<file path="config.mk">
export PLATFORM = sky130hd
export DESIGN_NAME = writeback_port_arbiter
export DESIGN_NICKNAME = d
export VERILOG_FILES = /design/src/rtl/writeback_port_arbiter.sv
export SDC_FILE = /design/constraint.sdc
export NUM_CORES = 1
export LEC_CHECK = 0
export CORE_UTILIZATION = 45
export CTS_CLUSTER_DIAMETER = 50
export DETAILED_ROUTE_END_ITERATION = 10
export GPL_TIMING_DRIVEN = 0
export PLACE_DENSITY = 0.84
export SYNTH_ARGS = -nofsm -noshare
export SYNTH_HDL_FRONTEND = slang
export SYNTH_SLANG_ARGS = --single-unit
</file>
<file path="constraint.sdc">
create_clock -name clk -period 3 [get_ports clk]
set_input_delay 0.6 -clock clk [delete_from_list [all_inputs] [get_ports clk]]
set_output_delay 0.6 -clock clk [all_outputs]
set_load 0.02 [all_outputs]
</file>
<file path="src/rtl/writeback_port_arbiter.sv">
// writeback_port_arbiter
//   Shares the register-file write port between the pipeline WB stage and
//   the multiply/divide unit. Pipeline writes win; MDU results queue in a
//   small FIFO and drain on cycles the pipeline leaves the port idle. A
//   starvation timer forces a one-cycle WB stall so the FIFO always drains.
//   Pending-write flags let the Decode hazard unit stall on queued results.
//
// Ports
//   clk, rst_n                 clock, async active-low reset
//   RegWriteW/WriteRegW/ResultW pipeline WB write request
//   MduValid/MduReg/MduData    MDU result push; MduReady = FIFO not full
//   RsD/RtD                    Decode source registers
//   MduPendRsD/MduPendRtD      source register has a queued MDU result
//   RfWE/RfWAddr/RfWData       register-file write port
//   StallWB                    registered one-cycle stall of MEM/WB and earlier
module writeback_port_arbiter #(
    parameter int DEPTH        = 2,
    parameter int STARVE_LIMIT = 4
) (
    input  logic        clk,
    input  logic        rst_n,
    input  logic        RegWriteW,
    input  logic [4:0]  WriteRegW,
    input  logic [31:0] ResultW,
    input  logic        MduValid,
    output logic        MduReady,
    input  logic [4:0]  MduReg,
    input  logic [31:0] MduData,
    input  logic [4:0]  RsD,
    input  logic [4:0]  RtD,
    output logic        MduPendRsD,
    output logic        MduPendRtD,
    output logic        RfWE,
    output logic [4:0]  RfWAddr,
    output logic [31:0] RfWData,
    output logic        StallWB
);

    localparam int AW = $clog2(DEPTH);
    localparam int CW = $clog2(DEPTH + 1);
    localparam int SW = $clog2(STARVE_LIMIT + 1);

    logic [4:0]       fifoReg  [DEPTH];
    logic [31:0]      fifoData [DEPTH];
    logic [DEPTH-1:0] entryValid;
    logic [AW-1:0]    wrPtr;
    logic [AW-1:0]    rdPtr;
    logic [CW-1:0]    count;
    logic [SW-1:0]    starveLeft;

    logic full;
    logic empty;
    logic pipeReq;
    logic push;
    logic pop;
    logic denied;
    logic stallNext;
    logic grantWE;

    assign full     = (count == CW'(DEPTH));
    assign empty    = (count == '0);
    assign MduReady = !full;

    // A stalled WB instruction is re-presented next cycle, so its write is
    // suppressed here to give the port to the FIFO head.
    assign pipeReq = RegWriteW & (WriteRegW != 5'd0) & !StallWB;
    assign push    = MduValid & !full;
    assign pop     = !pipeReq & !empty;
    assign denied  = pipeReq & !empty;

    // Starvation timer counts down from STARVE_LIMIT; the denied cycle that
    // hits terminal count schedules the stall for the following cycle.
    assign stallNext = denied & (starveLeft == SW'(1));

    always_comb begin
        grantWE = 1'b0;
        RfWAddr = 5'd0;
        RfWData = 32'd0;
        if (pipeReq) begin
            grantWE = 1'b1;
            RfWAddr = WriteRegW;
            RfWData = ResultW;
        end else if (!empty) begin
            // A reg-0 entry still pops, it just never reaches the file.
            grantWE = (fifoReg[rdPtr] != 5'd0);
            RfWAddr = fifoReg[rdPtr];
            RfWData = fifoData[rdPtr];
        end
    end

    assign RfWE = grantWE & rst_n;

    // The entry being popped this cycle is still valid here, so it keeps
    // flagging until the write has actually landed.
    always_comb begin
        MduPendRsD = 1'b0;
        MduPendRtD = 1'b0;
        for (int i = 0; i < DEPTH; i++) begin
            if (entryValid[i] && (fifoReg[i] == RsD) && (RsD != 5'd0)) begin
                MduPendRsD = 1'b1;
            end
            if (entryValid[i] && (fifoReg[i] == RtD) && (RtD != 5'd0)) begin
                MduPendRtD = 1'b1;
            end
        end
    end

    // Payload storage needs no reset; validity is tracked separately.
    always_ff @(posedge clk) begin
        if (push) begin
            fifoReg[wrPtr]  <= MduReg;
            fifoData[wrPtr] <= MduData;
        end
    end

    always_ff @(posedge clk or negedge rst_n) begin
        if (!rst_n) begin
            wrPtr      <= '0;
            rdPtr      <= '0;
            count      <= '0;
            entryValid <= '0;
            starveLeft <= SW'(STARVE_LIMIT);
            StallWB    <= 1'b0;
        end else begin
            if (push) begin
                wrPtr             <= wrPtr + AW'(1);
                entryValid[wrPtr] <= 1'b1;
            end
            // Push and pop never address the same slot: that would need the
            // FIFO to be both empty (no pop) and full (no push).
            if (pop) begin
                rdPtr             <= rdPtr + AW'(1);
                entryValid[rdPtr] <= 1'b0;
            end
            case ({push, pop})
                2'b10:   count <= count + CW'(1);
                2'b01:   count <= count - CW'(1);
                default: count <= count;
            endcase

            if (empty || pop) begin
                starveLeft <= SW'(STARVE_LIMIT);
            end else if (starveLeft != '0) begin
                starveLeft <= starveLeft - SW'(1);
            end

            StallWB <= stallNext;
        end
    end

endmodule

</file>
==> impl_metrics.py, run 1 <==
metrics = {
    "setup_path": {
        "critPathLaunch": "WriteRegW[0]",
        "worst_setup_path_start_kind": "input pin",
        "critPathCaptureType": "output pin",
        "worstSetupEndpoint": "RfWData[2]",
        "arrival_ns": 2.34,
        "worstPathRequired_ns": 2.40,
        "r2r_setup_slack_ns": 0.92,
        "worstReg2RegStart": "StallWB",
        "worst-path-max-fanout": 5,
        "regToRegEndpoint": "count[1]",
        "ff2ff_path_depth": 11,
        "path_class": "input pin to output pin",
    },
    "synthesis": {
        "synth_largest_area_cell": "edfxtp_1",
        "ys.flop_type": "edfxtp_1",
        "post_synthesis_cell_count": 284,
        "post_synth_main_area_contributors": "edfxtp_1 59%, mux2i_1 9.8%, dfrtp_1 6.0%",
        "async_reset_ff_frac": 0.119,
        "postSynthNetCount": 376,
        "yosysWarningCount": 0,
        "seq_area_frac_synth": 0.655,
        "synth_edf_count": 74,
        "yosysMostFrequentCell": "edfxtp_1",
        "synth_top_cells_by_count": "74 x edfxtp_1, 39 x nand2_1, 37 x mux2i_1, 27 x o21ai_1, 17 x xor2_1",
        "synth.top_cell.area_share": 0.589,
        "synth-seq-cells": 84,
        "syn_avg_cell_area_sq_um": 13.3,
        "syn-cell-area_sq_mm": 0.00377,
        "synth.lib_cells_used.distinct": 32,
    },
    "timing": {
        "finalCritPeriodShare": 0.978,
        "slew_viol_final": 0,
        "timing.final.hold_violations": 0,
        "worstMarginPinSlew_ns": 0.931,
        "fin_skew_ns": 0.0147,
        "worst_slew_margin_rel": 0.380,
        "final_report_setup_violation_count": 0,
        "rsz0062_at_grt": "no",
        "final_critical_path_setup_slack_ns": 0.0649,
        "whs_ns": 0.526,
        "post-route-min-period_ns": 2.94,
        "max_fclk_mhz": 341,
    },
    "floorplan": {
        "io_pins": 130,
        "die_w_um": 93.6,
        "die-area_sq_mm": 0.00876,
        "core_area_sq_mm": 0.00818,
        "placementRows": 33,
        "initial_utilization": 0.462,
        "die_height_um": 93.6,
    },
    "routing": {
        "vias_per_cell": 5.18,
        "route.detailed.wl_per_inst_um": 16.4,
        "drc_markers": 0,
        "firstDrtPassIters": 4,
        "route.antenna.remaining_nets": 0,
        "drtIter0Drc": 147,
        "finalWirelength_um": 8850,
        "overall_via_count_from_detail_route": 2798,
    },
    "placed_design": {
        "buffer_ports.inserted": 129,
        "placement.setup.worst_slack_ns": -0.787,
        "globalplace.congestion": 0.827,
        "placed_cells": 519,
        "detailedPlacementHpwl_um": 6120,
    },
    "clock_tree": {
        "cts-root-to-sink-buffers": 2,
        "clk_root_buffer_cell": "clkbuf_8",
        "h_tree_lvl_count": 3,
        "cts_sinks": 84,
        "tritoncts": "done",
        "number_of_buffers_created_by_cts": 9,
        "cts.reportedPaths.clkPinSlew_ns": 0.07,
        "clkLatencyLatePin_ns": 0.34,
    },
    "cells_and_area": {
        "post_route_cells_drive_above_1_share": 0.239,
        "layoutNonFillerInstCount": 540,
        "area.growth.synth_to_final_pct": 51.1,
        "final.fill_count": 585,
        "antenna_cells": 0,
        "layout.core_utilization": 0.698,
        "design.final.nets": 523,
    },
    "power_and_ir_drop": {
        "power_switching_share": 0.346,
        "p_per_area_mw_per_mm2": 818,
        "p_sw_w": 0.00162,
        "sequentialPowerShare": 0.377,
        "p_int_w": 0.00305,
        "power.total_w": 0.00466,
        "max-vdd-ir-drop_mv": 0.428,
        "clock_power_share": 0.179,
        "comb_power_share": 0.443,
        "power.static_leakage_nw": 2.23,
    },
    "run_status": {
        "outcome": "complete, no violations",
    },
    "run": {
        "drv_cap": 0,
    },
    "global_route": {
        "grt_pass1_wl_um": 13700,
        "grt_start_max_net_pins": 39,
        "globalRouteOverflowTotal": 0,
        "grt_usage": 0.214,
        "number_of_global_route_vias_before_repair": 2902,
        "initial_antenna_violation_count": 0,
    },
    "min_path": {
        "hold_path_class": "flop to flop",
    },
}
## placed cells by master, fill, tap and decap left out, types with 2 or more instances in the layout
cell type	count
clkdlybuf4s50_1	85
edfxtp_1	74
nand2_1	39
mux2i_1	37
buf_6	26
o21ai_2	23
xor2_1	17
buf_4	13
dfrtp_1	9
xnor2_1	9
clkbuf_8	9
o21ai_1	8
nor2_1	7
clkbuf_1	6
o21ai_4	6
nor4_1	6
buf_2	6
inv_1	5
nand3_1	4
ha_1	4
or4_1	3
buf_8	3
clkbuf_2	3
a21oi_1	3
buf_16	3
nand2b_1	2
bufinv_16	2
clkinv_2	2
dlygate4sd2_1	2
## cells by family after synthesis
kind of cell | Yosys count | synth area share
AOI/OAI and AO/OA | 47 | 0.0670
xor gates and xnor gates | 26 | 0.0603
adders and majority gates | 4 | 0.0133
buffers and inverters | 18 | 0.0242
DFF | 84 | 0.655
muxes | 37 | 0.0981
and+or+nand+nor | 68 | 0.0819
## flip-flops by register name, summed over array words and instances (netlist names)
signal	cells
fifoData	64
fifoReg	10
starveLeft	3
count	2
entryValid	2
StallWB	1
rdPtr	1
wrPtr	1
## metal layers
layer / share of wire / track usage / vias up
met3: 0.064 / 0.0537 / 10
met2: 0.53 / 0.385 / 116
met1: 0.39 / 0.246 / 1339
met5: 0 / 0 / -
li1: - / - / 1333
met4: 0.011 / 0.0731 / 0
## worst min path at each step
stage | startpoint | end | slack, ns | cells past startpoint
floorplan | rst_n | StallWB | 0.30 | 0
global placement | wrPtr | wrPtr | 0.48 | 1
detailed placement | count[1] | count[1] | 0.50 | 1
CTS | count[1] | count[1] | 0.52 | 1
global route | count[1] | count[1] | 0.55 | 1
finish | count[1] | count[1] | 0.53 | 1
## power by group through the flow
| stage | clock network (W) | registers (W) | logic (W) |
|---|---|---|---|
| after floorplan | 0 | 0.00175 | 0.00106 |
| after global placement | 0 | 0.00178 | 0.00171 |
| after detailed placement | 0 | 0.00178 | 0.00179 |
| after global routing | 0.000899 | 0.00179 | 0.00222 |
| after CTS | 0.000850 | 0.00176 | 0.00207 |
| final | 0.000836 | 0.00176 | 0.00207 |
## layout make-up
class                           instances  area, sq um  area share
Clock buffer                           10          128      0.0224
Timing Repair Buffer                  138         1410       0.248
Clock inverter                          5         77.6      0.0136
Multi-Input combinational cell        182         1380       0.242
Buffer                                 11         78.8      0.0138
Sequential cell                        84         2470       0.434
Inverter                                5         18.8     0.00329
Tap cell                              105          131      0.0230
## critical path: stages
cell and delay (ns):
buf_2 0.10, or4_1 0.52, o21a_2 0.26, or2_4 0.28
buf_12 0.15, buf_8 0.13, o21ai_2 0.14, buf_4 0.16
## metrics by stage
stage	cell area, sq um	TNS, ns
final	5700	0
after CTS	5680	-0.00933
after floorplan	3770	0
after global routing	5700	0
after detailed placement	5230	-27.49
after global placement	5200	-65.61
## timing repair
item / 4_1_cts / 5_1_grt
hold endpoints to repair: 0 / 0
pin swaps: 21 / 5
setup buffers: 7 / 0
gates resized for setup: 284 / 15
cloned: 2 / 0
setup endpoints to repair: 40 / 32
hold buffers: 0 / 0
Note: power is estimated with default switching activity, not from simulation.
==> run 2, diff against run 1 <==
- CORE_MARGIN: not set -> 1.5
- HOLD_SLACK_MARGIN: not set -> 0.05
==> impl_metrics.py, run 2 (synthesized netlist as in run 1, its figures left out) <==
metrics = {
    "routing": {
        "finalWirelength_um": 8760,
        "route.detailed.wl_per_inst_um": 16.2,
        "drc_markers": 0,
        "firstDrtPassIters": 4,
        "route.antenna.remaining_nets": 0,
        "overall_via_count_from_detail_route": 2742,
        "drtIter0Drc": 106,
        "vias_per_cell": 5.08,
    },
    "placed_design": {
        "place_area_sq_mm": 0.00523,
        "detailedPlacementHpwl_um": 6060,
        "buffer_ports.inserted": 129,
        "globalplace.congestion": 0.891,
    },
    "setup_path": {
        "worstReg2RegStart": "StallWB",
        "worstPathRequired_ns": 2.40,
        "worst-path-max-fanout": 6,
        "worst_setup_path_start_kind": "input pin",
        "path_class": "input pin to output pin",
        "arrival_ns": 2.32,
        "r2r_setup_slack_ns": 0.79,
        "critPathLaunch": "WriteRegW[0]",
        "critPathCaptureType": "output pin",
    },
    "timing": {
        "timing.final.hold_violations": 0,
        "slew_viol_final": 0,
        "finalCritPeriodShare": 0.972,
        "fin_skew_ns": 0.00774,
        "whs_ns": 0.519,
        "final_report_setup_violation_count": 0,
        "worstMarginPinSlew_ns": 0.939,
        "post-route-min-period_ns": 2.92,
        "worst_slew_margin_rel": 0.374,
        "max_fclk_mhz": 343,
    },
    "cells_and_area": {
        "reg.largest.list": "fifoData (64), fifoReg (10), starveLeft (3)",
        "area.growth.synth_to_final_pct": 45.5,
        "antenna_cells": 0,
        "leading_cell_type_in_the_layout_fill_and_taps_excluded": "clkdlybuf4s50_1",
        "layout.cell_area.non_filler_sq_mm": 0.00549,
        "design.final.nets": 522,
        "most-common-layout-cells": "85 x clkdlybuf4s50_1, 74 x edfxtp_1, 39 x nand2_1",
        "post_route_cells_drive_above_1_share": 0.193,
        "largest_reg_flops": 64,
        "top_register": "fifoData",
        "final.fill_count": 617,
    },
    "global_route": {
        "grt_pass1_wl_um": 13600,
        "initial_antenna_violation_count": 0,
        "number_of_global_route_vias_before_repair": 2835,
        "grt_start_max_net_pins": 39,
        "grt_usage": 0.205,
        "globalRouteOverflowTotal": 0,
    },
    "floorplan": {
        "io_pins": 130,
        "die-area_sq_mm": 0.00895,
        "core_area_sq_mm": 0.00818,
        "initial_utilization": 0.462,
        "die_height_um": 94.6,
        "placementRows": 33,
        "die_w_um": 94.6,
    },
    "clock_tree": {
        "clkLatencyLatePin_ns": 0.34,
        "cts-root-to-sink-buffers": 2,
        "cts.reportedPaths.clkPinSlew_ns": 0.09,
        "number_of_buffers_created_by_cts": 9,
        "tritoncts": "done",
        "h_tree_lvl_count": 3,
        "clk_root_buffer_cell": "clkbuf_8",
        "cts_sinks": 84,
    },
    "power_and_ir_drop": {
        "p_per_area_mw_per_mm2": 812,
        "max-vdd-ir-drop_mv": 0.426,
        "power.static_leakage_nw": 2.16,
    },
    "run_status": {
        "outcome": "complete, no violations",
    },
    "min_path": {
        "hold_path.startpoint": "count[1]",
        "hold_path_class": "flop to flop",
    },
    "run": {
        "drv_cap": 0,
    },
}
## run 2: cell count changes in the layout (fill, tap and decap cells not counted), moves of 3 or more
cell / change
buf_2: +13
o21ai_2: -17
o21ai_1: +17
buf_6: -14
o21ai_0: +3
buf_4: +5
o21ai_4: -3
clkbuf_2: -3
## run 2: what timing repair did
item / CTS / global route
setup endpoints to repair: 39 / 26
hold buffers: 0 / 0
setup buffers: 5 / 0
gates cloned: 2 / 0
pin swaps: 11 / 3
gates resized for setup: 234 / 8
## run 2: through the flow
stage / std cells / worst slack [ns] / total power [W] / setup TNS (ns) / util
6_report: 540 / 0.0828 / 0.00446 / 0 / 0.672
4_1_cts: 541 / -0.000428 / 0.00449 / -0.000428 / 0.671
2_1_floorplan: 284 / 0.109 / 0.00281 / 0 / -
3_3_place_gp: 518 / -1.02 / 0.00349 / -64.44 / 0.636
5_1_grt: 540 / -0.0000755 / 0.00470 / -0.0000755 / 0.672
3_5_place_dp: 519 / -0.796 / 0.00356 / -26.99 / 0.640
## run 2: cell type report
class,count,area [sq um],share of cell area
flip-flops and latches,84,2470,0.450
repair buffers,137,1280,0.234
multi-input cells,182,1280,0.234
well taps,105,131,0.0239
clock buffers,10,128,0.0232
clock inverters,6,88.8,0.0162
plain buffers,11,83.8,0.0153
inverters,5,18.8,0.00342
## run 2: path summary, 6_finish.rpt
check / to / cells past startpoint
worst max register to register: count[1] / 10
min in group asynchronous: wrPtr / 1
worst min register to register: count[1] / 1
max in group asynchronous: starveLeft[2] / 1
worst max-delay path: RfWData[0] / 8
worst min-delay path: count[1] / 1
## run 2: layer usage
layer | up-vias | share of wire | GRT usage
li1 | 1331 | - | -
met5 | - | 0 | 0
met4 | 0 | 0.018 | 0.0709
met2 | 96 | 0.51 | 0.365
met1 | 1302 | 0.41 | 0.243
met3 | 13 | 0.065 | 0.0459
## run 2: worst max-delay path, cell delays in order
cell and delay [ns]:
buf_6 0.09, or4_4 0.51, o21a_2 0.24, or2_4 0.31, buf_8 0.16, buf_6 0.13
o21ai_2 0.14, buf_6 0.13
## run 2: power breakdown
group,switching [W],internal [W]
Combinational,0.00102,0.000822
Sequential,0.000138,0.00162
Clock,0.000399,0.000469
==> run 3, diff against run 2 <==
- ABC_AREA: not set -> 1
- PLACE_DENSITY: 0.84 -> 0.82
==> impl_metrics.py, run 3 <==
metrics = {
    "routing": {
        "route.antenna.remaining_nets": 0,
        "route.detailed.wl_per_inst_um": 15.1,
        "vias_per_cell": 5.04,
        "overall_via_count_from_detail_route": 3001,
        "drtIter0Drc": 93,
        "firstDrtPassIters": 4,
        "finalWirelength_um": 9020,
        "drc_markers": 0,
    },
    "setup_path": {
        "critical-path-max-stage-delay_ns": 0.42,
        "worst-path-max-fanout": 10,
        "critPathSlowestCell": "clkdlybuf4s50_1",
        "worstPathRequired_ns": 2.40,
        "path_class": "input pin to output pin",
        "arrival_ns": 2.22,
        "worst_setup_path_start_kind": "input pin",
        "crit_buf_inv": 3,
        "cpLargestDelayFamily": "buffers and inverters",
        "crit_path_cell_trace": "clkdlybuf4s50_1 -> nor2_1 -> nand4_1 -> nand2_2 -> nand2_4 -> buf_6 -> o21ai_2 -> dlygate4sd2_1",
        "critPathCaptureType": "output pin",
    },
    "power_and_ir_drop": {
        "clock_power_share": 0.169,
        "p_int_w": 0.00266,
        "p_per_area_mw_per_mm2": 764,
        "power.static_leakage_nw": 2.35,
        "power_switching_share": 0.377,
        "max-vdd-ir-drop_mv": 0.377,
        "power.total_w": 0.00427,
        "comb_power_share": 0.425,
        "p_sw_w": 0.00161,
        "sequentialPowerShare": 0.406,
    },
    "synthesis": {
        "syn-cell-area_sq_mm": 0.00402,
        "async_reset_ff_frac": 0.119,
        "post_synth_main_area_contributors": "edfxtp_1 55%, mux2i_1 8.0%, nand2_1 6.5%",
        "seq_area_frac_synth": 0.615,
        "synth_largest_area_cell": "edfxtp_1",
        "synth_xor_area_frac": 0.0196,
        "synth_edf_count": 74,
        "syn_avg_cell_area_sq_um": 11.7,
        "synth_top_cells_by_count": "74 x edfxtp_1, 70 x nand2_1, 32 x mux2i_1, 31 x inv_1, 24 x nor2_1",
        "postSynthNetCount": 435,
        "yosysWarningCount": 0,
        "adder_cell_share_of_the_synthesized_area": 0.0124,
        "synth-compound-area-share": 0.0924,
        "synth.lib_cells_used.distinct": 30,
        "synth_top_family_by_area": "simple AND/OR/NAND/NOR gates",
        "post_synth_and_or_nand_nor_area_fraction": 0.124,
        "synth.mux.area_fraction": 0.0797,
        "yosysMostFrequentCell": "edfxtp_1",
        "synth-seq-cells": 84,
        "ys.flop_type": "edfxtp_1",
        "synth.top_cell.area_share": 0.553,
        "post_synthesis_cell_count": 343,
    },
    "floorplan": {
        "placementRows": 34,
        "die_w_um": 97.5,
        "die-area_sq_mm": 0.00951,
        "initial_utilization": 0.463,
        "core_area_sq_mm": 0.00868,
        "io_pins": 130,
        "die_height_um": 97.5,
    },
    "clock_tree": {
        "cts_hold_buf": 0,
        "tritoncts": "done",
        "postCtsSetupRepairBufs": 0,
        "clk_root_buffer_cell": "clkbuf_8",
        "cts.reportedPaths.clkPinSlew_ns": 0.07,
        "clkLatencyLatePin_ns": 0.34,
        "h_tree_lvl_count": 3,
        "cts_sinks": 84,
        "number_of_buffers_created_by_cts": 9,
        "cts-root-to-sink-buffers": 2,
    },
    "run_status": {
        "outcome": "complete, no violations",
    },
    "cells_and_area": {
        "layout.core_utilization": 0.644,
        "post_route_cells_drive_above_1_share": 0.115,
        "design.final.nets": 575,
        "leading_cell_type_in_the_layout_fill_and_taps_excluded": "clkdlybuf4s50_1",
        "area.growth.synth_to_final_pct": 39.0,
        "largest_reg_flops": 64,
        "reg.largest.list": "fifoData (64), fifoReg (10), starveLeft (3)",
        "antenna_cells": 0,
        "most-common-layout-cells": "92 x clkdlybuf4s50_1, 74 x edfxtp_1, 70 x nand2_1",
        "layoutNonFillerInstCount": 596,
        "top_register": "fifoData",
    },
    "global_route": {
        "grt_start_max_net_pins": 40,
        "globalRouteOverflowTotal": 0,
        "grt_usage": 0.195,
        "initial_antenna_violation_count": 0,
        "number_of_global_route_vias_before_repair": 3182,
        "grt_pass1_wl_um": 14700,
    },
    "timing": {
        "rsz0062_at_grt": "no",
        "post-route-min-period_ns": 2.82,
        "timing.final.hold_violations": 0,
        "final_report_setup_violation_count": 0,
        "slew_viol_final": 0,
        "max_fclk_mhz": 355,
        "worstMarginPinSlew_ns": 1.16,
        "finalCritPeriodShare": 0.940,
        "fin_skew_ns": 0.0137,
        "worst_slew_margin_rel": 0.227,
        "whs_ns": 0.536,
    },
    "placed_design": {
        "placed_cells": 580,
        "detailedPlacementHpwl_um": 6610,
        "globalplace.congestion": 0.896,
        "buffer_ports.inserted": 129,
    },
    "min_path": {
        "hold_path_class": "flop to flop",
    },
    "run": {
        "drv_cap": 0,
    },
}
-- run 3: cell types whose count changed after synthesis, sizes merged, moves of 5 or more --
cell,before,now
xnor2,9,3
inv,5,32
nand4,0,5
buf,5,11
xor2,17,6
nor2,8,26
mux2i,37,32
clkbuf,8,0
nor4,6,0
nand2,39,74
nor3,1,6
-- run 3: final cells by class --
| type | count | area, sq um |
|---|---|---|
| plain buffers | 11 | 108 |
| clock inverters | 6 | 47.5 |
| flip-flops and latches | 84 | 2470 |
| clock buffers | 10 | 128 |
| repair buffers | 129 | 1260 |
| inverters | 32 | 123 |
| fillers | 712 | 3090 |
| well taps | 108 | 135 |
| multi-input cells | 216 | 1320 |
-- run 3: worst paths after layout --
| path | startpoint | end | depth (start not counted) | slack (ns) |
|---|---|---|---|---|
| min reg2reg | starveLeft[1] | starveLeft[1] | 2 | 0.54 |
| min | starveLeft[1] | starveLeft[1] | 2 | 0.54 |
| max in group asynchronous | rst_n | starveLeft[2] | 1 | 2.08 |
| min in group asynchronous | rst_n | count[1] | 1 | 0.57 |
| max reg2reg | count[0] | entryValid[0] | 7 | 1.04 |
| max | WriteRegW[2] | RfWData[22] | 8 | 0.18 |
-- run 3: routing by layer --
layer / share of wire / global-route usage
met1: 0.41 / 0.227
met2: 0.50 / 0.341
met3: 0.067 / 0.0540
met4: 0.019 / 0.0769
met5: 0 / 0
-- run 3: what timing repair did --
action / in CTS / in global routing
resized for setup: 35 / 3
endpoints found under the setup margin: 34 / 3
endpoints found under the hold margin: 0 / 0
-- run 3: worst min-delay path: stages (launching register included) --
cell and delay (ns):
dfrtp_1 0.38, nand2_1 0.06, a21oi_1 0.05
-- run 3: logic make-up (layout without fill, tap and decap cells) --
group	after synthesis	after routing
compound gates	55	55
xor+xnor	9	9
fa+ha+maj	4	4
buf+inv	43	188
flops	84	84
mux	32	32
simple gates	116	116
-- run 3: through the flow --
stage	instance area (sq um)	setup TNS (ns)	worst slack, ns
floorplan	4020	0	0.900
global placement	5450	-1.95	-0.0885
finish	5590	0	0.180
global route	5590	0	0.0486
CTS	5580	0	0.0191
detailed placement	5450	-3.29	-0.147
-- run 3: power groups by stage --
stage	clock network [W]	logic [W]	registers (W)
after floorplan	0	0.00124	0.00172
after global placement	0	0.00191	0.00175
after detailed placement	0	0.00195	0.00176
after CTS	0.000736	0.00185	0.00173
after global routing	0.000784	0.00199	0.00176
final	0.000720	0.00182	0.00174
